`src/rtl/cacheline_arbiter.sv`:
```
// Two-way cacheline memory arbiter: icache and dcache share one 256-bit pmem port.
// Optional ARB_ROUND_ROBIN_EN: ties alternate between requesters instead of dcache priority.
module cacheline_arbiter #(
  parameter int LINE_W   = 256,
  parameter int ADDR_W   = 32,
  parameter int OFFSET_W = 5
) (
  input  logic              clk,
  input  logic              rst_n,
  input  logic              i_read,
  input  logic [ADDR_W-1:0] i_addr,
  output logic [LINE_W-1:0] i_rdata,
  output logic              i_resp,
  input  logic              d_read,
  input  logic              d_write,
  input  logic [ADDR_W-1:0] d_addr,
  input  logic [LINE_W-1:0] d_wdata,
  output logic [LINE_W-1:0] d_rdata,
  output logic              d_resp,
  output logic              pmem_read,
  output logic              pmem_write,
  output logic [ADDR_W-1:0] pmem_addr,
  output logic [LINE_W-1:0] pmem_wdata,
  input  logic [LINE_W-1:0] pmem_rdata,
  input  logic              pmem_resp
);

  typedef enum logic [1:0] {
    IDLE   = 2'd0,
    I_BUSY = 2'd1,
    D_BUSY = 2'd2,
    RESP   = 2'd3
  } state_t;

  state_t            state_r, state_nx;
  logic              pmem_read_nx, pmem_write_nx;
  logic [ADDR_W-1:0] pmem_addr_nx;
  logic [LINE_W-1:0] pmem_wdata_nx;
  logic [LINE_W-1:0] i_rdata_nx, d_rdata_nx;
  logic              i_resp_nx, d_resp_nx;
  logic              d_req_s, grant_i_s, grant_d_s;
  logic              unused_s;

  // Address offset bits are replaced by zeros on the memory side.
  assign unused_s = ^{i_addr[OFFSET_W-1:0], d_addr[OFFSET_W-1:0]};

`ifdef ARB_ROUND_ROBIN_EN
  localparam logic ICACHE = 1'b0;
  localparam logic DCACHE = 1'b1;
  logic rr_last_r;

  // Remembers which requester received the most recent grant.
  always_ff @(posedge clk or negedge rst_n) begin
    if (!rst_n) begin
      rr_last_r <= DCACHE;
    end else if (state_r == IDLE && grant_i_s) begin
      rr_last_r <= ICACHE;
    end else if (state_r == IDLE && grant_d_s) begin
      rr_last_r <= DCACHE;
    end else begin
      rr_last_r <= rr_last_r;
    end
  end
`endif

  // Grant selection among the requests seen in IDLE.
  always_comb begin
    d_req_s = d_read | d_write;
`ifdef ARB_ROUND_ROBIN_EN
    grant_i_s = i_read & (~d_req_s | (rr_last_r == DCACHE));
`else
    grant_i_s = i_read & ~d_req_s;
`endif
    grant_d_s = d_req_s & ~grant_i_s;
  end

  // Next state and next values of every registered output.
  always_comb begin
    state_nx      = state_r;
    pmem_read_nx  = pmem_read;
    pmem_write_nx = pmem_write;
    pmem_addr_nx  = pmem_addr;
    pmem_wdata_nx = pmem_wdata;
    i_rdata_nx    = i_rdata;
    d_rdata_nx    = d_rdata;
    i_resp_nx     = 1'b0;
    d_resp_nx     = 1'b0;
    case (state_r)
      IDLE: begin
        pmem_wdata_nx = d_wdata;
        if (grant_d_s) begin
          state_nx      = D_BUSY;
          pmem_addr_nx  = {d_addr[ADDR_W-1:OFFSET_W], {OFFSET_W{1'b0}}};
          pmem_read_nx  = d_read & ~d_write;
          pmem_write_nx = d_write;
        end else if (grant_i_s) begin
          state_nx      = I_BUSY;
          pmem_addr_nx  = {i_addr[ADDR_W-1:OFFSET_W], {OFFSET_W{1'b0}}};
          pmem_read_nx  = 1'b1;
          pmem_write_nx = 1'b0;
        end else begin
          state_nx      = IDLE;
          pmem_wdata_nx = pmem_wdata;
        end
      end
      I_BUSY: begin
        if (pmem_resp) begin
          state_nx      = RESP;
          pmem_read_nx  = 1'b0;
          pmem_write_nx = 1'b0;
          i_rdata_nx    = pmem_rdata;
          i_resp_nx     = 1'b1;
        end else begin
          state_nx = I_BUSY;
        end
      end
      D_BUSY: begin
        if (pmem_resp) begin
          state_nx      = RESP;
          pmem_read_nx  = 1'b0;
          pmem_write_nx = 1'b0;
          d_resp_nx     = 1'b1;
          // A writeback leaves the dcache read line untouched.
          if (!pmem_write) begin
            d_rdata_nx = pmem_rdata;
          end else begin
            d_rdata_nx = d_rdata;
          end
        end else begin
          state_nx = D_BUSY;
        end
      end
      RESP: begin
        state_nx = IDLE;
      end
      default: begin
        state_nx      = IDLE;
        pmem_read_nx  = 1'b0;
        pmem_write_nx = 1'b0;
      end
    endcase
  end

  // State and output registers.
  always_ff @(posedge clk or negedge rst_n) begin
    if (!rst_n) begin
      state_r    <= IDLE;
      pmem_read  <= 1'b0;
      pmem_write <= 1'b0;
      pmem_addr  <= {ADDR_W{1'b0}};
      pmem_wdata <= {LINE_W{1'b0}};
      i_rdata    <= {LINE_W{1'b0}};
      d_rdata    <= {LINE_W{1'b0}};
      i_resp     <= 1'b0;
      d_resp     <= 1'b0;
    end else begin
      state_r    <= state_nx;
      pmem_read  <= pmem_read_nx;
      pmem_write <= pmem_write_nx;
      pmem_addr  <= pmem_addr_nx;
      pmem_wdata <= pmem_wdata_nx;
      i_rdata    <= i_rdata_nx;
      d_rdata    <= d_rdata_nx;
      i_resp     <= i_resp_nx;
      d_resp     <= d_resp_nx;
    end
  end

endmodule

```
`config.mk`:
```
export PLATFORM = sky130hd
export DESIGN_NAME = cacheline_arbiter
export DESIGN_NICKNAME = d
export VERILOG_FILES = /design/src/rtl/cacheline_arbiter.sv
export SDC_FILE = /design/constraint.sdc
export NUM_CORES = 1
export LEC_CHECK = 0
export ABC_CLOCK_PERIOD_IN_PS = 3880
export CAP_MARGIN = 20
export CORE_AREA = 3 3 543 545
export DETAILED_ROUTE_END_ITERATION = 8
export DIE_AREA = 0 0 546 548
export DONT_BUFFER_PORTS = 1
export PLACE_DENSITY_LB_ADDON = 0.08
export SLEW_MARGIN = 40
export SYNTH_ARGS = -nofsm -noshare
export SYNTH_HDL_FRONTEND = slang
export SYNTH_SLANG_ARGS = --single-unit
```
`constraint.sdc`:
```
create_clock -name clk -period 3.88 [get_ports clk]
set_input_delay 0.194 -clock clk [delete_from_list [all_inputs] [get_ports clk]]
set_output_delay 0.194 -clock clk [all_outputs]
set_load 0.03 [all_outputs]
```
# [After elaboration in Yosys (flattened, before gate mapping)]
# Cells that the tools add are included.
# Widths: inputs -> output; s select.
[op_classes] shifts=0 mul=0 div_mod_pow=0 magnitude_cmp=0 bitwise=8 reduce_logical=8 add_sub_neg=0 muxes=19 n_eq_ne=5
[op_table] op="$mux 256" count=2
[op_table] op="$mux 32" count=2
[op_table] op="$mux 1" count=10
[op_table] op="$pmux 2 s4" count=1
[op_table] op="$reduce_and 3->1" count=2
[op_table] op="$eq 2x2->1 const B" count=2
[op_table] op="$mux 2" count=2
[op_table] op="$not 1->1" count=4
[op_table] op="$pmux 1 s2" count=2
[op_table] op="$reduce_and 2->1" count=2
[op_table] op="$reduce_bool 2->1" count=2
[op_table] op="$and 1x1->1" count=3
[op_table] op="$ne 3x3->1 const B" count=1
[op_table] op="$eq 2x1->1 const B" count=1
[op_table] op="$logic_not 2->1" count=1
[op_table] op="$ne 2x1->1 const B" count=1
[op_table] op="$reduce_or 2->1" count=1
[op_table] op="$or 1x1->1" count=1
[totals] latchBits=0 mem_bits_ro=0 input_bits=582 regBits=806 mem_bits_rw=0 n_memories=0 out_inout_bits=804

# [Longest topological paths before layout]
# Gate-level depths: netlist (run 1).
[logic_depth] depth_word=7 mapped_depth=8 depth_no_buf=6

# [Worst setup path after synthesis (run 1)]
# Ideal clock, no wire load.
[synth_path] path_type="register to register" startpoint="register state_r[0]" endpoint="register d_rdata[215]" period_less_slack_ns=1.826 path_stages_with_launch=9 slack_ns=2.054 arrival_time_ns=1.701 setup_time_ns=0.125 path_cell_list="dfrtp_1 inv_1 ha_1 and2_1 nand2b_1 clkbuf_1 buf_2 buf_4 mux2_2"
[synth_between] elab_chain_len=2
[synth_rtl] element="start: declaration" line="35" source="state_t state_r, state_nx;"
[synth_rtl] element="start signal: assignment" line="157" source="state_r <= state_nx;"
[synth_rtl] element="$eq 2x2->1" line="88" source="case (state_r)"
[synth_rtl] element="$reduce_and 3->1 (no source line)"
[synth_rtl] element="end signal: assignment" line="153" source="d_rdata <= {LINE_W{1'b0}};"
[synth_rtl] element="end signal: assignment" line="163" source="d_rdata <= d_rdata_nx;"
[synth_rtl] element="end: declaration" line="18" source="output logic [LINE_W-1:0] d_rdata,"
# Every way passes these cells.
# A chain may end at the register's enable or synchronous reset.

# [Worst setup path after layout (run 1)]
[layout_path] startpoint="register state_r[1]" endpoint="register i_rdata[195]"
[layout_between] elab_chain_len=2
[layout_rtl] element="$eq 2x1->1" line="88"
[layout_rtl] element="$reduce_and 2->1 (no source line)"
[layout_rtl] element="end signal: assignment" line="152" source="i_rdata <= {LINE_W{1'b0}};"
[layout_rtl] element="end signal: assignment" line="162" source="i_rdata <= i_rdata_nx;"
[layout_rtl] element="end: declaration" line="12" source="output logic [LINE_W-1:0] i_rdata,"
# Every way passes these cells.

==> flow_summary.ini, run 1 <==
[status]
status = finished clean

[detailed_routing]
vias_per_cell = 2.90
firstDrtPassIters = 4
drc = 0
drtAntennaViolNets = 0
wl_per_cell_um = 23.8
routed_wl_um = 157000
vias = 19100
drt_iter0_markers = 688

[worst_setup_path]
regToRegEndpoint = i_rdata[195]
crit_fanout = 60
cp_num_buf_inv = 4
slowest_delay_ns = 0.56
path_cells = inv_1 -> ha_1 -> nand2_4 -> inv_8 -> buf_4 -> mux2_2 -> dlygate4sd3_1
start_kind = flop
cp_data_arrival_time_ns = 3.67
crit_required_ns = 4.57
cp-end-kind = flop
criticalPathCategory = reg2reg
slowest_stage = inv_8
ff2ff_path_depth = 7
rr_startpoint = state_r[1]
crit_family = buffers and inverters
ff2ff_setup_slack_ns = 0.90

[layout]
syn2layout_area_growth_pct = 53.9
num-nets-final = 3178
drive_gt1_frac = 0.344
layout.cells.most_common = dfrtp_1
layout_common_cells = 801 x dfrtp_1, 759 x dlygate4sd3_1, 702 x mux2_2
post-route-util = 0.159
finalInstanceArea_um2 = 46300
fillCellCount = 31900

[placement]
post-place-ws_ns = 1.19
postPlaceCellArea_um2 = 34800
finalWeightedCongestion = 0.795
dp_hpwl_um = 123000
io_buffers = 0

[timing]
worst_slew_pin_slew_ns = 0.826
max-slew-margin-rel = 0.449
fin_skew_ns = 0.0514
hold_violations = 0
layout_setup_ws_ns = 0.898
setup_viol = 0
slew_viol_final = 0
min_period_ns = 2.98
rsz0062_at_grt = no
fin_tns_setup_ns = 0
final.period_utilization = 0.769
fmax_ghz = 0.335

[cts]
ctsLongestPathBuffers = 4
cts_resized = 0
clkTransAtPathRegs_ns = 0.06
cts_buffers = 113
htree_levels = 3
cts_tree = yes
clk-insertion-delay-late_ns = 0.81
postCtsSetupBuffers = 0
cts.sinks = 801
root_buffer = clkbuf_16

[global_route]
first_global_vias = 21400
grtUsageTotal = 0.101
grt_pass1_wl_um = 207000
antenna_found_initial = 92
grt_max_degree = 168
overflow = 0

[die]
row_count = 198
io_pins = 1386
die_y_um = 548
initial_utilization = 0.104
die_w_um = 546
die_area_um2 = 299000
core_area_um2 = 291000

[pwr]
power.leakage_nw = 18.3
vdd_drop_max_uv = 480
total_power_mw = 46.3
powerDensity_nw_per_um2 = 999

[synthesis]
synth_area_um2 = 30100
synthDistinctLibCells = 25
yosysTopAreaCell = dfrtp_1
synthTopCellsByArea = dfrtp_1 67%, mux2_2 26%, mux2_1 2.5%
syn_area_per_cell_um2 = 17.0
seq_area_frac_synth = 0.666
synth_cells = 1775
ys_ff_latch = 801
ys_warn_count = 0
synth_largest_type_area_fraction = 0.666

[worst_hold_path]
hp-start = d_wdata[151]
hold_class = in2reg
hold_depth = 2
hold_end = pmem_wdata[151]

[flow_run]
cap_violations = 0
==> stage by stage <==
step | hold WS [ns] | std cells
6_report | 0.0939 | 6603
2_1_floorplan | -0.102 | 1779
3_3_place_gp | -0.0744 | 5605
3_5_place_dp | -0.100 | 5613
4_1_cts | 0.000244 | 6569
5_1_grt | 0.0248 | 6582
==> Yosys cell counts <==
cell      number
dfrtp_1      801
mux2_2       702
mux2_1        66
buf_2         42
nand2_1       28
o21ai_0       28
buf_6         27
mux2i_1       27
buf_4         24
clkbuf_1       6
ha_1           5
inv_1          4
nor2_1         3
a211o_1        1
a21o_1         1
a21oi_1        1
a22o_1         1
and2_1         1
conb_1         1
nand2b_1       1
nand3_1        1
nor3_1         1
nor4_1         1
nor4b_1        1
o31ai_4        1
==> power breakdown <==
part	internal [mW]	switching (mW)	total (mW)
logic	6.09	3.32	9.41
registers	12.5	13.9	26.3
clock network	6.50	4.06	10.6
==> cell type report <==
type                            count  area, um^2  area share
Clock buffer                      158        3250      0.0701
Tap cell                         3900        4880       0.105
Antenna cell                       32        80.1     0.00173
Timing Repair Buffer              796        8210       0.177
Sequential cell                   801       20000       0.432
Multi-Input combinational cell    875        9370       0.202
Clock inverter                     37         493      0.0106
Inverter                            4        22.5    0.000486
==> what timing repair did <==
item / 4_1_cts / 5_1_grt
setup endpoints to repair: 0 / 0
hold buffers: 761 / 0
hold endpoints to repair: 1229 / 0
==> registers in the layout, indices dropped and copies added (netlist names) <==
signal      cells
pmem_read       1
pmem_write      1
d_resp          1
i_resp          1
state_r         2
i_rdata       256
d_rdata       256
pmem_addr      27
pmem_wdata    256
==> worst max path at each step <==
stage	from	endpoint	slack, ns	cells after the start
6_report	state_r[1]	i_rdata[195]	0.90	7
5_1_grt	state_r[1]	i_rdata[194]	0.68	7
4_1_cts	state_r[1]	i_rdata[194]	0.76	7
3_5_place_dp	state_r[1]	i_rdata[136]	1.19	6
3_3_place_gp	state_r[1]	i_rdata[130]	1.19	6
2_1_floorplan	state_r[0]	d_rdata[215]	2.05	8
==> kinds of logic (layout without fill, tap and decap cells) <==
| kind of cell | after synthesis | count (layout) | synth area share |
|---|---|---|---|
| flip-flops | 801 | 801 | 0.666 |
| multiplexers | 795 | 795 | 0.296 |
| other | 1 | 37 | 0.000125 |
| adder cells (fa/ha/maj) | 5 | 5 | 0.00208 |
| buffers and inverters | 103 | 995 | 0.0243 |
| AO/OA/AOI/OAI | 33 | 33 | 0.00636 |
| AND/OR/NAND/NOR | 37 | 37 | 0.00511 |
==> metal layers <==
layer	GRT usage	up-vias	routed length, um
li1	-	7959	-
met1	0.0937	9715	50800
met2	0.182	1127	80400
met3	0.0580	290	20200
met4	0.0368	44	5610
met5	0	-	280
==> worst reg2reg max path: cells and delay by family, from the launching register on <==
family                     cells  cell delay, ns
DFF                            1            0.40
buffers and inverters          4            1.68
muxes                          1            0.35
adders and majority gates      1            0.23
and+or+nand+nor                1            0.25
No activity file was read; power rests on OpenSTA's default activity.
==> inputs of run 2 (changes only) <==
--- a/config.mk
+++ b/config.mk
@@ -5,11 +5,12 @@
 export SDC_FILE = /design/constraint.sdc
 export NUM_CORES = 1
 export LEC_CHECK = 0
-export ABC_CLOCK_PERIOD_IN_PS = 3880
+export ABC_AREA = 1
+export ABC_CLOCK_PERIOD_IN_PS = 2500
 export CAP_MARGIN = 20
-export CORE_AREA = 3 3 543 545
+export CORE_AREA = 3 3 531 533
 export DETAILED_ROUTE_END_ITERATION = 8
-export DIE_AREA = 0 0 546 548
+export DIE_AREA = 0 0 534 536
 export DONT_BUFFER_PORTS = 1
 export PLACE_DENSITY_LB_ADDON = 0.08
 export SLEW_MARGIN = 40
==> constraint.sdc (replaced) <==
create_clock -name clk -period 2.5 [get_ports clk]
set_input_delay 0.125 -clock clk [delete_from_list [all_inputs] [get_ports clk]]
set_output_delay 0.125 -clock clk [all_outputs]
set_load 0.03 [all_outputs]
==> flow_summary.ini, run 2 <==
[synthesis]
yosysTopAreaCell = dfrtp_1
ys_warn_count = 0
synthDistinctLibCells = 18
synth-edff-count = 0
synth_common_cells = 1453 x nand2_1, 801 x dfrtp_1, 265 x inv_1
synth_largest_type_area_fraction = 0.663
synth_cells = 3235
synth_area_um2 = 30200
syn_area_per_cell_um2 = 9.35
synthArstFlopShare = 1.00
synth_flop_cell = dfrtp_1
synthTopCellsByArea = dfrtp_1 66%, nand2_1 18%, o21ai_0 4.3%
ys_ff_latch = 801
yosysMostFrequentCell = nand2_1
seq_area_frac_synth = 0.663

[cts]
postCtsSetupBuffers = 0
clk-insertion-delay-late_ns = 0.82
cts_tree = yes
root_buffer = clkbuf_16
ctsLongestPathBuffers = 4
cts_buffers = 114
cts.sinks = 801
htree_levels = 3
clkTransAtPathRegs_ns = 0.06

[flow_run]
cap_violations = 0

[die]
die_y_um = 536
row_count = 193
die_area_um2 = 286000
core_area_um2 = 277000
die_w_um = 534
io_pins = 1386
initial_utilization = 0.109

[pwr]
p_int_mw = 35.0
powerDensity_nw_per_um2 = 1440
total_power_mw = 70.6
share_seq_of_total_power = 0.554
p_sw_mw = 35.6
clkPwrFrac = 0.229
sw_frac_of_total = 0.504
p_comb_frac = 0.217
vdd_drop_max_uv = 603
power.leakage_nw = 22.6

[worst_hold_path]
hold_class = in2async

[status]
status = finished clean

[timing]
min_period_ns = 2.37
max-slew-margin-rel = 0.562
worst_slew_pin_slew_ns = 0.657
slew_viol_final = 0
hold_violations = 0
fmax_ghz = 0.421
holdWs_ns = 0.0310
setup_viol = 0
rsz0062_at_grt = no
fin_skew_ns = 0.0550
final.period_utilization = 0.950

[detailed_routing]
routed_wl_um = 177000
firstDrtPassIters = 5
wl_per_cell_um = 21.9
drc = 0
drtAntennaViolNets = 0
vias = 25900
vias_per_cell = 3.20
drt_iter0_markers = 1097

[global_route]
first_global_vias = 27700
grtUsageTotal = 0.119
grt_pass1_wl_um = 241000
antenna_found_initial = 67
grt_max_degree = 90
overflow = 0

[placement]
finalWeightedCongestion = 0.817
postPlaceCellArea_um2 = 35100
dp_hpwl_um = 137000
io_buffers = 0

[worst_setup_path]
cp-end-kind = flop
crit_required_ns = 3.21
crit_fanout = 41
ff2ff_setup_slack_ns = 0.13
ff2ff_path_depth = 9
start_kind = flop
cp_data_arrival_time_ns = 3.08
rr_startpoint = state_r[0]
criticalPathCategory = reg2reg
regToRegEndpoint = pmem_wdata[46]

[layout]
syn2layout_area_growth_pct = 62.2
fillCellCount = 31000
drive_gt1_frac = 0.0616
num-nets-final = 4852
finalInstanceArea_um2 = 49000
layout.cells.most_common = nand2_1
layout_common_cells = 1451 x nand2_1, 995 x dlygate4sd3_1, 801 x dfrtp_1
largestRegisters = d_rdata: 256 flops, i_rdata: 256 flops, pmem_wdata: 256 flops
## run 2: cell types whose count changed in the layout (fill, tap and decap cells not counted), moves of 66 or more
cell,before,now
dlygate4sd3_1,759,995
inv_1,3,265
mux2_1,66,0
mux2_2,702,0
nand2_1,27,1451
o21ai_0,28,259
o21ai_1,0,256
## run 2: per-layer routing
metal	global-route usage	up-vias	part of all wire
met2	0.212	1154	0.50
met1	0.119	12300	0.34
met5	0	-	0.0016
li1	-	12100	-
met4	0.0374	42	0.032
met3	0.0646	286	0.13
## run 2: cell type report
cell class	count	area [um^2]	share of cell area
flip-flops and latches	801	20000	0.409
repair buffers	1095	11500	0.234
multi-input cells	1987	8180	0.167
well taps	3705	4640	0.0945
clock buffers	178	3330	0.0680
inverters	266	1010	0.0207
clock inverters	24	264	0.00538
diodes	23	57.6	0.00117
## run 2: worst max path at each step
stage	start	to
2_1_floorplan	state_r[0]	d_rdata[10]
3_3_place_gp	rst_n	pmem_wdata[241]
3_5_place_dp	rst_n	pmem_wdata[235]
4_1_cts	state_r[0]	pmem_wdata[156]
5_1_grt	state_r[0]	pmem_wdata[77]
6_report	state_r[0]	pmem_wdata[46]
## run 2: power by group through the flow
stage               logic (mW)  registers, mW  clock network, mW
floorplan                 8.88           34.5                  0
global placement          12.7           40.3                  0
detailed placement        12.9           40.0                  0
CTS                       15.7           39.8               17.0
global route              17.8           40.2               17.4
finish                    15.3           39.1               16.1
## run 2: critical path, cell delays in order (launching register included)
cell           delay (ns)
dfrtp_1              0.40
inv_1                0.12
ha_1                 0.23
nand2_4              0.12
inv_16               0.16
buf_12               0.22
buf_4                0.22
nand2_1              0.07
dlygate4sd3_1        0.57
nand2_1              0.07
## run 2: stage by stage
step / TNS [ns] / setup WS, ns / utilization / instances
after CTS: 0 / 0.0398 / 0.176 / 8050
after global placement: -132.08 / -0.764 / 0.126 / 6839
after detailed placement: -65.96 / -0.669 / 0.127 / 6848
after floorplan: 0 / 0.930 / - / 3239
final: 0 / 0.126 / 0.177 / 8079
after global routing: 0 / 0.0137 / 0.177 / 8073
## run 2: cell families (layout without fill, tap and decap cells)
| logic type | after synthesis | after routing | share of synthesized area |
|---|---|---|---|
| AOI/OAI and AO/OA | 516 | 516 | 0.0854 |
| adders and majority gates | 5 | 5 | 0.00207 |
| buffers and inverters | 451 | 1563 | 0.0677 |
| DFF | 801 | 801 | 0.663 |
| other | 1 | 28 | 0.000124 |
| and+or+nand+nor | 1461 | 1461 | 0.182 |
## run 2: timing repair
| action | 4_1_cts | 5_1_grt |
|---|---|---|
| hold buffers | 1000 | 6 |
| endpoints found under the hold margin | 1048 | 45 |
| gates resized for setup | 0 | 3 |
| endpoints found under the setup margin | 0 | 30 |
==> inputs of run 3 (changes only) <==
--- a/config.mk
+++ b/config.mk
@@ -5,14 +5,14 @@
 export SDC_FILE = /design/constraint.sdc
 export NUM_CORES = 1
 export LEC_CHECK = 0
-export ABC_AREA = 1
 export ABC_CLOCK_PERIOD_IN_PS = 2500
 export CAP_MARGIN = 20
-export CORE_AREA = 3 3 531 533
+export CORE_AREA = 3 3 546 548
 export DETAILED_ROUTE_END_ITERATION = 8
-export DIE_AREA = 0 0 534 536
+export DIE_AREA = 0 0 549 551
 export DONT_BUFFER_PORTS = 1
 export PLACE_DENSITY_LB_ADDON = 0.08
+export SETUP_SLACK_MARGIN = 0.1
 export SLEW_MARGIN = 40
 export SYNTH_ARGS = -nofsm -noshare
 export SYNTH_HDL_FRONTEND = slang
==> flow_summary.ini, run 3 (synthesis results as in run 1) <==
[cts]
cts.sinks = 801
cts_tree = yes
clk-insertion-delay-late_ns = 0.81
cts_buffers = 114
clkTransAtPathRegs_ns = 0.05
ctsLongestPathBuffers = 4
holdBufCountCts = 946
htree_levels = 3
root_buffer = clkbuf_16

[die]
die_w_um = 549
row_count = 199
io_pins = 1386
core_area_um2 = 294000
die_y_um = 551
die_area_um2 = 302000
initial_utilization = 0.103

[pwr]
total_power_mw = 70.3
powerDensity_nw_per_um2 = 1450
vdd_drop_max_uv = 694
power.leakage_nw = 19.3

[detailed_routing]
wl_per_cell_um = 22.3
firstDrtPassIters = 4
drt_iter0_markers = 665
vias = 19700
drc = 0
vias_per_cell = 2.89
routed_wl_um = 152000
drtAntennaViolNets = 0

[timing]
setup_viol = 0
max-slew-margin-rel = 0.541
final.period_utilization = 0.919
worst_slew_pin_slew_ns = 0.689
rsz0062_at_grt = no
fin_skew_ns = 0.0391
hold_violations = 297
fmax_ghz = 0.435
min_period_ns = 2.30
fin_tns_setup_ns = 0
slew_viol_final = 0
holdWs_ns = -0.264

[placement]
dp_hpwl_um = 121000
io_buffers = 0
dp.cells = 5650
postPlaceCellArea_um2 = 35100
finalWeightedCongestion = 0.769

[worst_setup_path]
crit_fanout = 27
start_kind = input port
regToRegEndpoint = pmem_wdata[193]
rr_startpoint = state_r[0]
slowest_delay_ns = 0.69
critPathMostFrequentCell = dlygate4sd3_1
crit_required_ns = 3.17
cp_data_arrival_time_ns = 2.96
ff2ff_setup_slack_ns = 0.24
ff2ff_path_depth = 6
criticalPathCategory = in2reg
path_cells = dlygate4sd3_1 -> nor2_4 -> buf_4 -> mux2i_1 -> dlygate4sd3_1 -> o21ai_0 -> dlygate4sd3_1
cp-end-kind = flop
crit_family = buffers and inverters
slowest_stage = dlygate4sd3_1
cp_num_buf_inv = 4

[layout]
fillCellCount = 32000
num-nets-final = 3380
seq_area_um2 = 20000
finalNonFillerCells = 6826
syn2layout_area_growth_pct = 61.1
layout.cells.most_common = dlygate4sd3_1
largestRegisters = d_rdata: 256 flops, i_rdata: 256 flops, pmem_wdata: 256 flops
layout_common_cells = 940 x dlygate4sd3_1, 801 x dfrtp_1, 702 x mux2_2
multi_input_area_um2 = 9370
finalInstanceArea_um2 = 48500
drive_gt1_frac = 0.325

[worst_hold_path]
hold_class = in2async

[global_route]
first_global_vias = 22100
grtUsageTotal = 0.0958
antenna_found_initial = 79
grt_max_degree = 120
overflow = 0
grt_pass1_wl_um = 200000

[status]
failed_checks = negative hold slack
status = complete, but fails checks

[flow_run]
cap_violations = 0
[run 3: how the worst max path moves through the flow]
stage                            to  startpoint  slack [ns]  depth (start not counted)
floorplan              d_rdata[215]  state_r[0]        0.67                          8
global placement     pmem_wdata[96]  state_r[0]        0.25                          6
detailed placement  pmem_wdata[186]  state_r[0]        0.21                          6
CTS                     i_rdata[49]  state_r[1]        0.17                          7
global route            i_rdata[49]  state_r[1]        0.12                          7
finish                pmem_addr[10]     d_write        0.20                          7
[run 3: through the flow]
step / setup WS, ns / utilization
3_3_place_gp: 0.247 / 0.119
2_1_floorplan: 0.674 / -
5_1_grt: 0.124 / 0.165
4_1_cts: 0.167 / 0.165
3_5_place_dp: 0.205 / 0.120
6_report: 0.204 / 0.165
[run 3: cell type report]
type,count,area share
multi-input cells,875,0.193
clock buffers,176,0.0706
well taps,3919,0.101
clock inverters,24,0.00637
diodes,30,0.00155
flip-flops and latches,801,0.413
inverters,4,0.000567
repair buffers,997,0.214
[run 3: layer usage]
metal,vias to the layer above,global-route usage,part of all wire
li1,8343,-,-
met1,9969,0.0958,0.34
met2,1079,0.169,0.50
met3,268,0.0492,0.12
met4,40,0.0351,0.037
met5,-,0,0.0018
[run 3: where the power goes]
part	leakage [nW]	total (mW)	switching [mW]	internal (mW)
clock	1.84	16.2	6.21	10.0
sequential	9.51	40.8	21.4	19.4
combinational	7.90	13.3	5.02	8.26
[run 3: worst min-delay path, delay by kind of cell]
kind	cells	cell delay (ns)
buffers and inverters	6	0.83
[run 3: repair_timing]
action,in CTS,in global routing
gates resized for setup,0,1
endpoints found under the hold margin,1282,297
setup buffers,0,0
setup endpoints to repair,0,1
